## src/rtl/ucsbece154_icache_pkg.sv

```systemverilog
// rtl/ucsbece154_icache_pkg.sv - shared widths, width helpers and refill FSM states for the icache
package ucsbece154_icache_pkg;

    localparam int DEF_NUM_SETS    = 8;
    localparam int DEF_NUM_WAYS    = 4;
    localparam int DEF_BLOCK_WORDS = 4;

    function automatic int offset_width(int block_words);
        return $clog2(block_words);
    endfunction

    function automatic int index_width(int num_sets);
        return $clog2(num_sets);
    endfunction

    // Byte-offset bits [1:0] never take part in the tag.
    function automatic int tag_width(int num_sets, int block_words);
        return 30 - $clog2(num_sets) - $clog2(block_words);
    endfunction

    localparam int OFFSET_W = offset_width(DEF_BLOCK_WORDS);
    localparam int INDEX_W  = index_width(DEF_NUM_SETS);
    localparam int TAG_W    = tag_width(DEF_NUM_SETS, DEF_BLOCK_WORDS);

    typedef enum logic [1:0] {
        IDLE   = 2'd0,
        REQ    = 2'd1,
        FILL   = 2'd2,
        COMMIT = 2'd3
    } state_t;

endpackage

```

## src/rtl/ucsbece154_icache_if.sv

```systemverilog
// rtl/ucsbece154_icache_if.sv - fetch-side and instruction-memory-side signals of the icache
interface ucsbece154_icache_if;

    logic        ReadEnable;
    logic [31:0] ReadAddress;
    logic [31:0] Instruction;
    logic        Ready;
    logic        Busy;
    logic        MemReadRequest;
    logic [31:0] MemReadAddress;
    logic [31:0] MemDataIn;
    logic        MemDataReady;

    modport slave (
        input  ReadEnable, ReadAddress, MemDataIn, MemDataReady,
        output Instruction, Ready, Busy, MemReadRequest, MemReadAddress
    );

    modport master (
        output ReadEnable, ReadAddress, MemDataIn, MemDataReady,
        input  Instruction, Ready, Busy, MemReadRequest, MemReadAddress
    );

endinterface

```

## src/rtl/ucsbece154_icache_way.sv

```systemverilog
// rtl/ucsbece154_icache_way.sv - one cache way: valid/tag/data per set, async lookup, whole-line write
module ucsbece154_icache_way
    import ucsbece154_icache_pkg::*;
#(
    parameter int NUM_SETS    = DEF_NUM_SETS,
    parameter int BLOCK_WORDS = DEF_BLOCK_WORDS,
    parameter int TAG_W       = tag_width(DEF_NUM_SETS, DEF_BLOCK_WORDS)
) (
    input  logic                                  clk,
    input  logic                                  reset,
    input  logic [index_width(NUM_SETS)-1:0]      rd_index,
    input  logic [offset_width(BLOCK_WORDS)-1:0]  rd_offset,
    output logic                                  rd_valid,
    output logic [TAG_W-1:0]                      rd_tag,
    output logic [31:0]                           rd_word,
    input  logic                                  wr_en,
    input  logic [index_width(NUM_SETS)-1:0]      wr_index,
    input  logic [TAG_W-1:0]                      wr_tag,
    input  logic [BLOCK_WORDS-1:0][31:0]          wr_line
);

    logic [NUM_SETS-1:0]          valid;
    logic [TAG_W-1:0]             tags  [NUM_SETS];
    logic [BLOCK_WORDS-1:0][31:0] lines [NUM_SETS];

    assign rd_valid = valid[rd_index];
    assign rd_tag   = tags[rd_index];
    assign rd_word  = lines[rd_index][rd_offset];

    // Only valid bits need reset; tag/data are ignored until valid is set.
    always_ff @(posedge clk or posedge reset) begin
        if (reset) begin
            valid <= '0;
        end else if (wr_en) begin
            valid[wr_index] <= 1'b1;
        end
    end

    always_ff @(posedge clk) begin
        if (wr_en) begin
            tags[wr_index]  <= wr_tag;
            lines[wr_index] <= wr_line;
        end
    end

endmodule

```

## src/rtl/ucsbece154_icache.sv

```systemverilog
// rtl/ucsbece154_icache.sv - set-associative read-only icache with burst refill FSM
// ICACHE_CWF_EN: critical-word-first request, wrapped fill and early forwarding of the requested word.
module ucsbece154_icache
    import ucsbece154_icache_pkg::*;
#(
    parameter int NUM_SETS    = DEF_NUM_SETS,
    parameter int NUM_WAYS    = DEF_NUM_WAYS,
    parameter int BLOCK_WORDS = DEF_BLOCK_WORDS
) (
    input  logic               clk,
    input  logic               reset,
    ucsbece154_icache_if.slave bus
);

    localparam int OW = offset_width(BLOCK_WORDS);
    localparam int IW = index_width(NUM_SETS);
    localparam int TW = tag_width(NUM_SETS, BLOCK_WORDS);
    localparam int WW = (NUM_WAYS > 1) ? $clog2(NUM_WAYS) : 1;

    state_t                       state, state_n;
    logic [31:0]                  lat_addr;
    logic [OW:0]                  beat_cnt;
    logic [BLOCK_WORDS-1:0][31:0] fill_buf;
    logic [WW-1:0]                rr_ptr [NUM_SETS];
    logic                         ready_q;
    logic [31:0]                  instr_q;

    logic [29:0]                  req_word;
    logic [IW-1:0]                lk_index;
    logic [OW-1:0]                lk_off;
    logic [TW-1:0]                lk_tag;
    logic [OW-1:0]                lat_wo;
    logic [OW-1:0]                fill_pos;
    logic                         last_beat;

    logic [NUM_WAYS-1:0]          way_valid;
    logic [NUM_WAYS-1:0]          way_we;
    logic [TW-1:0]                way_tag  [NUM_WAYS];
    logic [31:0]                  way_word [NUM_WAYS];
    logic                         hit;
    logic [31:0]                  hit_word;
    logic [WW-1:0]                victim;

    // Outside IDLE the lookup port serves the latched miss set, so victim selection sees it at COMMIT.
    assign req_word  = (state == IDLE) ? bus.ReadAddress[31:2] : lat_addr[31:2];
    assign lk_off    = req_word[0 +: OW];
    assign lk_index  = req_word[OW +: IW];
    assign lk_tag    = req_word[29 -: TW];
    assign lat_wo    = lat_addr[2 +: OW];
    assign last_beat = bus.MemDataReady && (beat_cnt == (OW+1)'(BLOCK_WORDS - 1));

`ifdef ICACHE_CWF_EN
    assign fill_pos = lat_wo + beat_cnt[OW-1:0];
`else
    assign fill_pos = beat_cnt[OW-1:0];
`endif

    for (genvar w = 0; w < NUM_WAYS; w++) begin : g_way
        assign way_we[w] = (state == COMMIT) && (victim == WW'(w));

        ucsbece154_icache_way #(
            .NUM_SETS    (NUM_SETS),
            .BLOCK_WORDS (BLOCK_WORDS),
            .TAG_W       (TW)
        ) u_way (
            .clk       (clk),
            .reset     (reset),
            .rd_index  (lk_index),
            .rd_offset (lk_off),
            .rd_valid  (way_valid[w]),
            .rd_tag    (way_tag[w]),
            .rd_word   (way_word[w]),
            .wr_en     (way_we[w]),
            .wr_index  (lk_index),
            .wr_tag    (lk_tag),
            .wr_line   (fill_buf)
        );
    end

    always_comb begin
        hit      = 1'b0;
        hit_word = '0;
        for (int w = 0; w < NUM_WAYS; w++) begin
            if (way_valid[w] && (way_tag[w] == lk_tag)) begin
                hit      = 1'b1;
                hit_word = way_word[w];
            end
        end
    end

    // Descending scan leaves the lowest-indexed invalid way; round-robin only when the set is full.
    always_comb begin
        victim = rr_ptr[lk_index];
        for (int w = NUM_WAYS - 1; w >= 0; w--) begin
            if (!way_valid[w]) begin
                victim = WW'(w);
            end
        end
    end

    always_comb begin
        state_n = state;
        case (state)
            IDLE:    if (bus.ReadEnable && !hit) state_n = REQ;
            REQ:     state_n = FILL;
            FILL:    if (last_beat) state_n = COMMIT;
            COMMIT:  state_n = IDLE;
            default: state_n = IDLE;
        endcase
    end

    always_ff @(posedge clk or posedge reset) begin
        if (reset) begin
            state    <= IDLE;
            lat_addr <= '0;
            beat_cnt <= '0;
            ready_q  <= 1'b0;
            instr_q  <= '0;
            for (int s = 0; s < NUM_SETS; s++) begin
                rr_ptr[s] <= '0;
            end
        end else begin
            state   <= state_n;
            ready_q <= 1'b0;
            case (state)
                IDLE: begin
                    beat_cnt <= '0;
                    if (bus.ReadEnable) begin
                        if (hit) begin
                            ready_q <= 1'b1;
                            instr_q <= hit_word;
                        end else begin
                            lat_addr <= bus.ReadAddress;
                        end
                    end
                end
                FILL: begin
                    if (bus.MemDataReady) begin
                        beat_cnt <= beat_cnt + (OW+1)'(1);
`ifdef ICACHE_CWF_EN
                        if (beat_cnt == '0) begin
                            ready_q <= 1'b1;
                            instr_q <= bus.MemDataIn;
                        end
`endif
                    end
                end
                COMMIT: rr_ptr[lk_index] <= rr_ptr[lk_index] + WW'(1);
                default: ;
            endcase
        end
    end

    always_ff @(posedge clk) begin
        if ((state == FILL) && bus.MemDataReady) begin
            fill_buf[fill_pos] <= bus.MemDataIn;
        end
    end

    assign bus.Busy           = (state != IDLE);
    assign bus.MemReadRequest = (state == REQ);

`ifdef ICACHE_CWF_EN
    assign bus.MemReadAddress = (state == REQ) ? (lat_addr & ~32'h3) : '0;
    assign bus.Ready          = ready_q;
    assign bus.Instruction    = instr_q;
`else
    localparam logic [31:0] BLOCK_MASK = ~((32'(BLOCK_WORDS) << 2) - 32'd1);
    assign bus.MemReadAddress = (state == REQ) ? (lat_addr & BLOCK_MASK) : '0;
    assign bus.Ready          = ready_q | (state == COMMIT);
    assign bus.Instruction    = (state == COMMIT) ? fill_buf[lat_wo] : instr_q;
`endif

endmodule

```

## src/flat_wrapper.sv

```systemverilog
// flat-port wrapper written by rule: the top's interface ports become plain ports
module ucsbece154_icache_flat import ucsbece154_icache_pkg::*;
#(
    parameter int NUM_SETS    = DEF_NUM_SETS,
    parameter int NUM_WAYS    = DEF_NUM_WAYS,
    parameter int BLOCK_WORDS = DEF_BLOCK_WORDS
)
  (clk, reset, bus_ReadEnable, bus_ReadAddress, bus_MemDataIn, bus_MemDataReady, bus_Instruction, bus_Ready, bus_Busy, bus_MemReadRequest, bus_MemReadAddress);
  ucsbece154_icache_if bus_i ();
  input  logic clk;
  input  logic reset;
  input wire logic [$bits(bus_i.ReadEnable)-1:0] bus_ReadEnable;
  input wire logic [$bits(bus_i.ReadAddress)-1:0] bus_ReadAddress;
  input wire logic [$bits(bus_i.MemDataIn)-1:0] bus_MemDataIn;
  input wire logic [$bits(bus_i.MemDataReady)-1:0] bus_MemDataReady;
  output wire logic [$bits(bus_i.Instruction)-1:0] bus_Instruction;
  output wire logic [$bits(bus_i.Ready)-1:0] bus_Ready;
  output wire logic [$bits(bus_i.Busy)-1:0] bus_Busy;
  output wire logic [$bits(bus_i.MemReadRequest)-1:0] bus_MemReadRequest;
  output wire logic [$bits(bus_i.MemReadAddress)-1:0] bus_MemReadAddress;
  assign bus_i.ReadEnable = bus_ReadEnable;
  assign bus_i.ReadAddress = bus_ReadAddress;
  assign bus_i.MemDataIn = bus_MemDataIn;
  assign bus_i.MemDataReady = bus_MemDataReady;
  assign bus_Instruction = bus_i.Instruction;
  assign bus_Ready = bus_i.Ready;
  assign bus_Busy = bus_i.Busy;
  assign bus_MemReadRequest = bus_i.MemReadRequest;
  assign bus_MemReadAddress = bus_i.MemReadAddress;
  ucsbece154_icache #(.NUM_SETS(NUM_SETS), .NUM_WAYS(NUM_WAYS), .BLOCK_WORDS(BLOCK_WORDS)) u_core (.clk(clk), .reset(reset), .bus(bus_i));
endmodule
```

## config.mk

```make
export PLATFORM = sky130hd
export DESIGN_NAME = ucsbece154_icache_flat
export DESIGN_NICKNAME = d
export VERILOG_FILES = /design/src/rtl/ucsbece154_icache_pkg.sv /design/src/rtl/ucsbece154_icache_if.sv /design/src/rtl/ucsbece154_icache_way.sv /design/src/rtl/ucsbece154_icache.sv /design/src/flat_wrapper.sv
export SDC_FILE = /design/constraint.sdc
export NUM_CORES = 2
export LEC_CHECK = 0
export BUFFER_PORTS_ARGS = -buffer_cell sky130_fd_sc_hd__buf_2
export CORE_UTILIZATION = 45
export CTS_CLUSTER_SIZE = 30
export DETAILED_ROUTE_END_ITERATION = 12
export HOLD_SLACK_MARGIN = 0.03
export MAX_ROUTING_LAYER = met4
export SLEW_MARGIN = 20
export SYNTH_ARGS = -nofsm -noshare
export SYNTH_HDL_FRONTEND = slang
export SYNTH_HIERARCHICAL = 1
export SYNTH_MEMORY_MAX_BITS = 65536
export SYNTH_SLANG_ARGS = --single-unit
export TNS_END_PERCENT = 30
```

## constraint.sdc

```tcl
create_clock -name clk -period 22.2 [get_ports clk]
set_input_delay 3.33 -clock clk [delete_from_list [all_inputs] [get_ports clk]]
set_output_delay 3.33 -clock clk [all_outputs]
set_load 0.005 [all_outputs]
```

==> Word-level counts from Yosys, hierarchy flattened <==
Memories as Yosys holds them, arrays and structs flattened.
Index checks and enable logic that the tools add are counted.
{ "word_totals": {"regBits": 246, "ram_bits": 4896, "in_bits": 68, "out_inout_bits": 67, "wordCells": 143, "memories": 8} }
{ "classes": {"n_addsub": 2, "n_lt_le_gt_ge": 8, "n_eq_ne": 14, "mux": 60, "bitwise": 7, "n_reduce_logical": 23} }
{ "memory_table": {"columns": ["name", "words", "word_bits", "rd", "rd_ports_with_merged_regs", "write_ports", "line", "text"], "rows": [
  ["u_core.g_way[0].u_way.lines", 8, 128, 1, 0, 1, "ucsbece154_icache_way.sv:24", "logic [BLOCK_WORDS-1:0][31:0] lines [NUM_SETS];"],
  ["u_core.g_way[1].u_way.lines", 8, 128, 1, 0, 1, "ucsbece154_icache_way.sv:24", null],
  ["u_core.g_way[2].u_way.lines", 8, 128, 1, 0, 1, "ucsbece154_icache_way.sv:24", null],
  ["u_core.g_way[3].u_way.lines", 8, 128, 1, 0, 1, "ucsbece154_icache_way.sv:24", null],
  ["u_core.g_way[0].u_way.tags", 8, 25, 1, 0, 1, "ucsbece154_icache_way.sv:23", "logic [TAG_W-1:0] tags [NUM_SETS];"],
  ["u_core.g_way[1].u_way.tags", 8, 25, 1, 0, 1, "ucsbece154_icache_way.sv:23", null],
  ["+2 memories", null, null, null, null, null, null, null]
]} }
{ "ops": {"columns": ["op", "n"], "rows": [
  ["32-bit two-way mux", 12],
  ["32-bit binary-select mux with 2-bit select", 5],
  ["128-bit bitwise mux", 1],
  ["25-bit equality test", 4],
  ["32-bit demux with 2-bit select", 1],
  ["8-bit bitwise OR", 4],
  ["30-bit two-way mux", 1],
  ["1-bit two-way mux", 20],
  ["2-bit two-way mux", 9],
  ["16-bit bitwise mux", 1],
  ["1-bit logical AND", 14],
  ["1-bit binary-select mux with 3-bit select", 4],
  ["2-bit by 3-bit less-than comparator with 1-bit output, second input constant", 3],
  ["2-bit equality test, second input constant", 4],
  ["2-bit case mux with 4 select lines", 1],
  ["2-bit binary-select mux with 3-bit select", 1],
  ["2-bit demux with 3-bit select", 1],
  ["3-bit case mux with 2 select lines", 1],
  ["3-bit AND reduction", 2],
  ["2-bit by 1-bit equality test with 1-bit output, second input constant", 2],
  ["4-bit >= comparator, second input constant", 1],
  ["2-bit zero test", 2],
  ["3-bit by 4-bit less-than comparator with 1-bit output, second input constant", 1],
  ["4-bit by 1-bit less-than comparator with 1-bit output, second input constant", 1],
  ["15 further kinds", 18]
]} }

==> Depth between registers and ports, before layout <==
{ "depth": {"depth_word": 14, "depth_mapped": 21, "mapped_depth_nobuf": 13} }

==> Cells and area by module <==
Netlist, hierarchy kept.
{ "by_module_without_submodules": {"columns": ["module", "n_inst", "cells_each", "area_per_inst_um2", "seq_area_each_um2"], "rows": [
  ["ucsbece154_icache_way (u_core.g_way[1].u_way ...)", 3, 2505, 47564.4, 36955.4],
  ["ucsbece154_icache_way (u_core.g_way[0].u_way)", 1, 2505, 47555.6, 36955.4],
  ["ucsbece154_icache", 1, 1040, 12203.0, 5945.7]
]} }

==> Worst setup path before layout <==
OpenSTA, ideal clock, no wires.
{ "synth_timing": {"path_kind": "input to register", "from": "input port bus_ReadAddress[4]", "to": "register u_core.g_way[0].u_way.valid[1]", "setup_time_ns": 0.131, "arrival_time_ns": 17.041, "required_time_ns": 22.069, "setup_slack_ns": 5.028, "path_stages": 12, "path_buffers": 2, "path_cell_list": "mux2i_1 inv_1 buf_4 buf_4 mux4_2 mux2_2 a21boi_0 o21a_1 nor2_1 nand2_1 nor3_1 or2_2"} }
{ "synth_via": {"word_cells_on_any_way": 25, "classes_between": "order compare: 2; mux: 18; bitwise: 2; reduce/logical: 3"} }
{ "synth_rtl": {"columns": ["element", "line", "text"], "rows": [
  ["from (decl)", "flat_wrapper.sv:13", "input wire logic [$bits(bus_i.ReadAddress)-1:0] bus_ReadAddress;"],
  ["30-bit two-way mux", "ucsbece154_icache.sv:45", "assign req_word = (state == IDLE) ? bus.ReadAddress[31:2] : lat_addr[31:2];"],
  ["named net u_core.req_word[2]", "ucsbece154_icache.sv:28", "logic [29:0] req_word;"],
  ["1-bit binary-select mux with 3-bit select", "ucsbece154_icache_way.sv:26", "assign rd_valid = valid[rd_index];"],
  ["1-bit two-way mux (implied by the code)", "ucsbece154_icache_way.sv:26", null],
  ["named net u_core.way_valid[2]", "ucsbece154_icache.sv:36", "logic [NUM_WAYS-1:0] way_valid;"],
  ["2-bit two-way mux (3 in series)", "ucsbece154_icache.sv:95", "if (!way_valid[w]) begin"],
  ["2-bit zero test", "ucsbece154_icache.sv:59", "assign way_we[w] = (state == COMMIT) && (victim == WW'(w));"],
  ["1-bit logical AND", "ucsbece154_icache.sv:59", null],
  ["named net u_core.way_we[0]", "ucsbece154_icache.sv:37", "logic [NUM_WAYS-1:0] way_we;"],
  ["to (signal assigned)", "ucsbece154_icache_way.sv:33", "valid <= '0;"],
  ["to (signal, indexed assignment)", "ucsbece154_icache_way.sv:35", "valid[wr_index] <= 1'b1;"],
  ["to (decl)", "ucsbece154_icache_way.sv:22", "logic [NUM_SETS-1:0] valid;"]
]} }
The timed path passes the listed nets, and every way through them passes these cells. The select of a mux whose other input is x is not followed.
A chain may end at the register's enable or synchronous reset.

==> metrics.md <==
| Metric | Value |
|---|---|
| Leading area contributor after synthesis | `edfxtp_1` |
| Sequential Area | `154000 sq um` |
| Library cells used by synthesis | `60` |
| Top post-synthesis cells by area | `edfxtp_1 75%, mux2i_1 10%, mux4_2 2.7%, dfrtp_1 1.4%, a22oi_1 1.4%` |
| RSZ-0062 raised after global routing | `false` |
| Cell count after synthesis | `11100` |
| Worst vdd ir | `122 uV` |
| MaxCap Viol Count | `0` |
| Post-CTS Setup Bufs | `0` |
| Final period util | `0.464` |
| Class of the most critical setup path | `in2reg` |
| Mux share of post-synthesis cell area | `0.139` |
| #FFs+latches synth | `5140` |
| CTS tree | `done` |
| Multi-input gate area | `45000 sq um` |
| Initial DRC Count | `12300` |
| Resized cells post-CTS | `0` |
| Avg Synthesized Cell Area | `18.3 sq um` |
| Xor and xnor area share after synthesis | `0.00441` |
| DP HPWL | `294000 microns` |
| Fmax | `97.0 MHz` |
| DP Area | `210000 sq um` |
| Post-Route WL | `570000 microns` |
| GR Util All Layers | `0.254` |
| Port bufs | `128` |
| DR DRC count | `0` |
| Fin Setup TNS | `0 ns` |
| CTS H-tree lvls | `6` |
| DRT Pass-1 Iters | `6` |
| Overall Power | `31.4 mW` |
| Final setup viols | `0` |
| Finished Core Util | `0.508` |
| Run status | `complete, no violations` |
| Ratio of cells with drive above 1 in the final layout | `0.143` |
| Static Leak | `76.4 nW` |
| Cts bufs inserted | `524` |
| Endpoints failing hold | `0` |
| Clock buffer depth | `4` |
| Routed WL per cell | `32.1 microns` |
| Clock transition at the registers of the reported paths | `0.06 ns` |
| Crit. End Element | `flip-flop` |
| Largest family of logic cells by synthesized area | `multiplexers` |
| Slew HR | `0.169` |
| Slew Limit Fails | `0` |
| Root buffer cell | `clkbuf_16` |
| Die Ht | `673 microns` |
| R2R Setup Slk | `12.42 ns` |
| Syn Std Cell Area | `202000 sq um` |
| Routed vias | `108000` |
| CTS Hold Buffers Added | `0` |
| IO Pins | `135` |
| Post-synth EDFFs | `5024` |
| Core outline area | `447000 sq um` |
| Grt ovf | `0` |
| Hold slack | `0.464 ns` |
| FP Rows | `245` |
| Top cell type's share of synthesized area | `0.745` |
| Die area | `453000 sq um` |
| Yosys Warn Count | `6` |
| Actual slew at the worst max-slew pin | `1.25 ns` |
| Area grow syn2layout | `12.0%` |
| Top FF cell, synth | `edfxtp_1` |
| Crit path max fanout | `75` |
| Synth Area in Compound Gates | `0.0474` |
| Crit path DAT | `11.24 ns` |
| Req. time, crit path | `23.13 ns` |
| Seq/Total Area, Yosys | `0.760` |
| Ys async rst share | `0.0226` |
| Antenna Nets Post-Route | `0` |
| Largest net degree at the start of global routing | `131` |
| Number of global-route vias before repair | `107000` |
| Startpoint type of the worst setup path | `primary input` |
| Final min period | `10.31 ns` |
| Post-route cell area | `227000 sq um` |
| Post-Synth Simple-Gate Area | `0.0282` |
| List of most frequent post-synthesis cells | `5024 x edfxtp_1, 2057 x mux2i_1, 515 x nand2_1` |
| First-pass GRT wire length | `797000 microns` |
| Fill count | `35500` |
| Skew-Pair Late Insertion Delay | `1.05 ns` |
| Worst min path class | `reg2reg` |
| Clock sinks | `5140` |
| Via-to-Cell Ratio | `6.09` |
| Fin nets | `11500` |
| Initial antenna violation count | `38` |
| Initial cell density of the core | `0.453` |
| Routability-driven placement congestion ratio | `0.808` |
| Adder-Cell Fraction of Synth Area | `0.000618` |
| Final Skew | `0.0395 ns` |
| Cell with the most instances after synthesis | `edfxtp_1` |
| Die X | `673 microns` |
| Cell Pwr Density | `138 nW/um^2` |
stage by stage:
stage          setup WS (ns)  instances
2_1_floorplan           5.03      11100
3_3_place_gp           10.74      16800
3_5_place_dp           10.70      16800
4_1_cts                11.81      17700
5_1_grt                11.42      17800
6_report               11.89      17800
layer usage:
metal	up-vias	global-route usage	part of all wire
met1	57100	0.329	0.40
met2	5015	0.407	0.48
met3	1059	0.0426	0.083
met4	0	0.0920	0.038
met5	-	-	0
li1	45000	-	-
power breakdown:
group / internal, mW / switching [mW]
sequential: 11.6 / 0.265
combinational: 3.78 / 7.22
clock: 4.89 / 3.67
area by class of cell:
type / count / share of cell area
Timing Repair Buffer: 442 / 0.0161
Tap cell: 5928 / 0.0327
Multi-Input combinational cell: 5197 / 0.198
Inverter: 73 / 0.00129
Clock buffer: 691 / 0.0626
Sequential cell: 5140 / 0.678
Antenna cell: 20 / 0.000221
Clock inverter: 265 / 0.0107
worst paths after layout:
check                                                from                              to  depth (start not counted)
max in group asynchronous                           reset             u_core/lat_addr[18]                          3
hold / removal             u_core/g_way[3].u_way/valid[0]  u_core/g_way[3].u_way/valid[0]                          1
setup reg to reg                          u_core/state[1]              u_core/instr_q[27]                         18
min in group asynchronous                           reset  u_core/g_way[0].u_way/valid[5]                          2
hold reg to reg            u_core/g_way[3].u_way/valid[0]  u_core/g_way[3].u_way/valid[0]                          1
setup / recovery                       bus_ReadAddress[5]              u_core/instr_q[27]                         16
sequential cells by signal, indices dropped and copies added, names as in the netlist:
| register | count |
|---|---|
| u_core/lat_addr | 30 |
| u_core/g_way.u_way/tags | 800 |
| u_core/g_way.u_way/lines | 4096 |
| u_core/instr_q | 32 |
| u_core/g_way.u_way/valid | 32 |
| u_core/rr_ptr | 16 |
| u_core/beat_cnt | 3 |
| u_core/state | 2 |
| u_core/fill_buf | 128 |
| u_core/ready_q | 1 |
cell families after synthesis:
family	Yosys count
and+or+nand+nor	1238
other	1
adders and majority gates	10
DFF	5140
AOI/OAI and AO/OA	1370
xor gates and xnor gates	102
muxes	2473
buffers and inverters	726
cell usage in the layout, fill, tap and decap left out, types with 50 or more instances in the layout:
| cell type | instances |
|---|---|
| a21oi_1 | 386 |
| a22o_1 | 257 |
| a22oi_1 | 384 |
| a31oi_1 | 132 |
| buf_2 | 128 |
| buf_4 | 255 |
| clkbuf_1 | 138 |
| clkbuf_16 | 539 |
| clkinv_1 | 92 |
| clkinv_2 | 86 |
| dfrtp_1 | 114 |
| edfxtp_1 | 5024 |
| inv_1 | 70 |
| mux2_2 | 129 |
| mux2i_1 | 2057 |
| mux4_2 | 240 |
| nand2_1 | 509 |
| nand3_1 | 391 |
| nor3_1 | 142 |
| o21ai_0 | 52 |
| o32ai_1 | 50 |
| xnor2_1 | 73 |
critical path: stages:
cell	delay [ns]
buf_2	0.11
mux2_8	0.56
buf_4	0.77
buf_4	0.82
buf_4	0.62
buf_4	0.57
mux4_2	0.40
mux2_2	0.29
xnor2_1	0.51
nor4_1	0.15
and4_2	0.53
o2bb2a_4	0.66
buf_4	0.54
buf_4	0.52
a311oi_1	0.28
o32ai_1	0.34
Note: power is estimated with default switching activity, not from simulation.
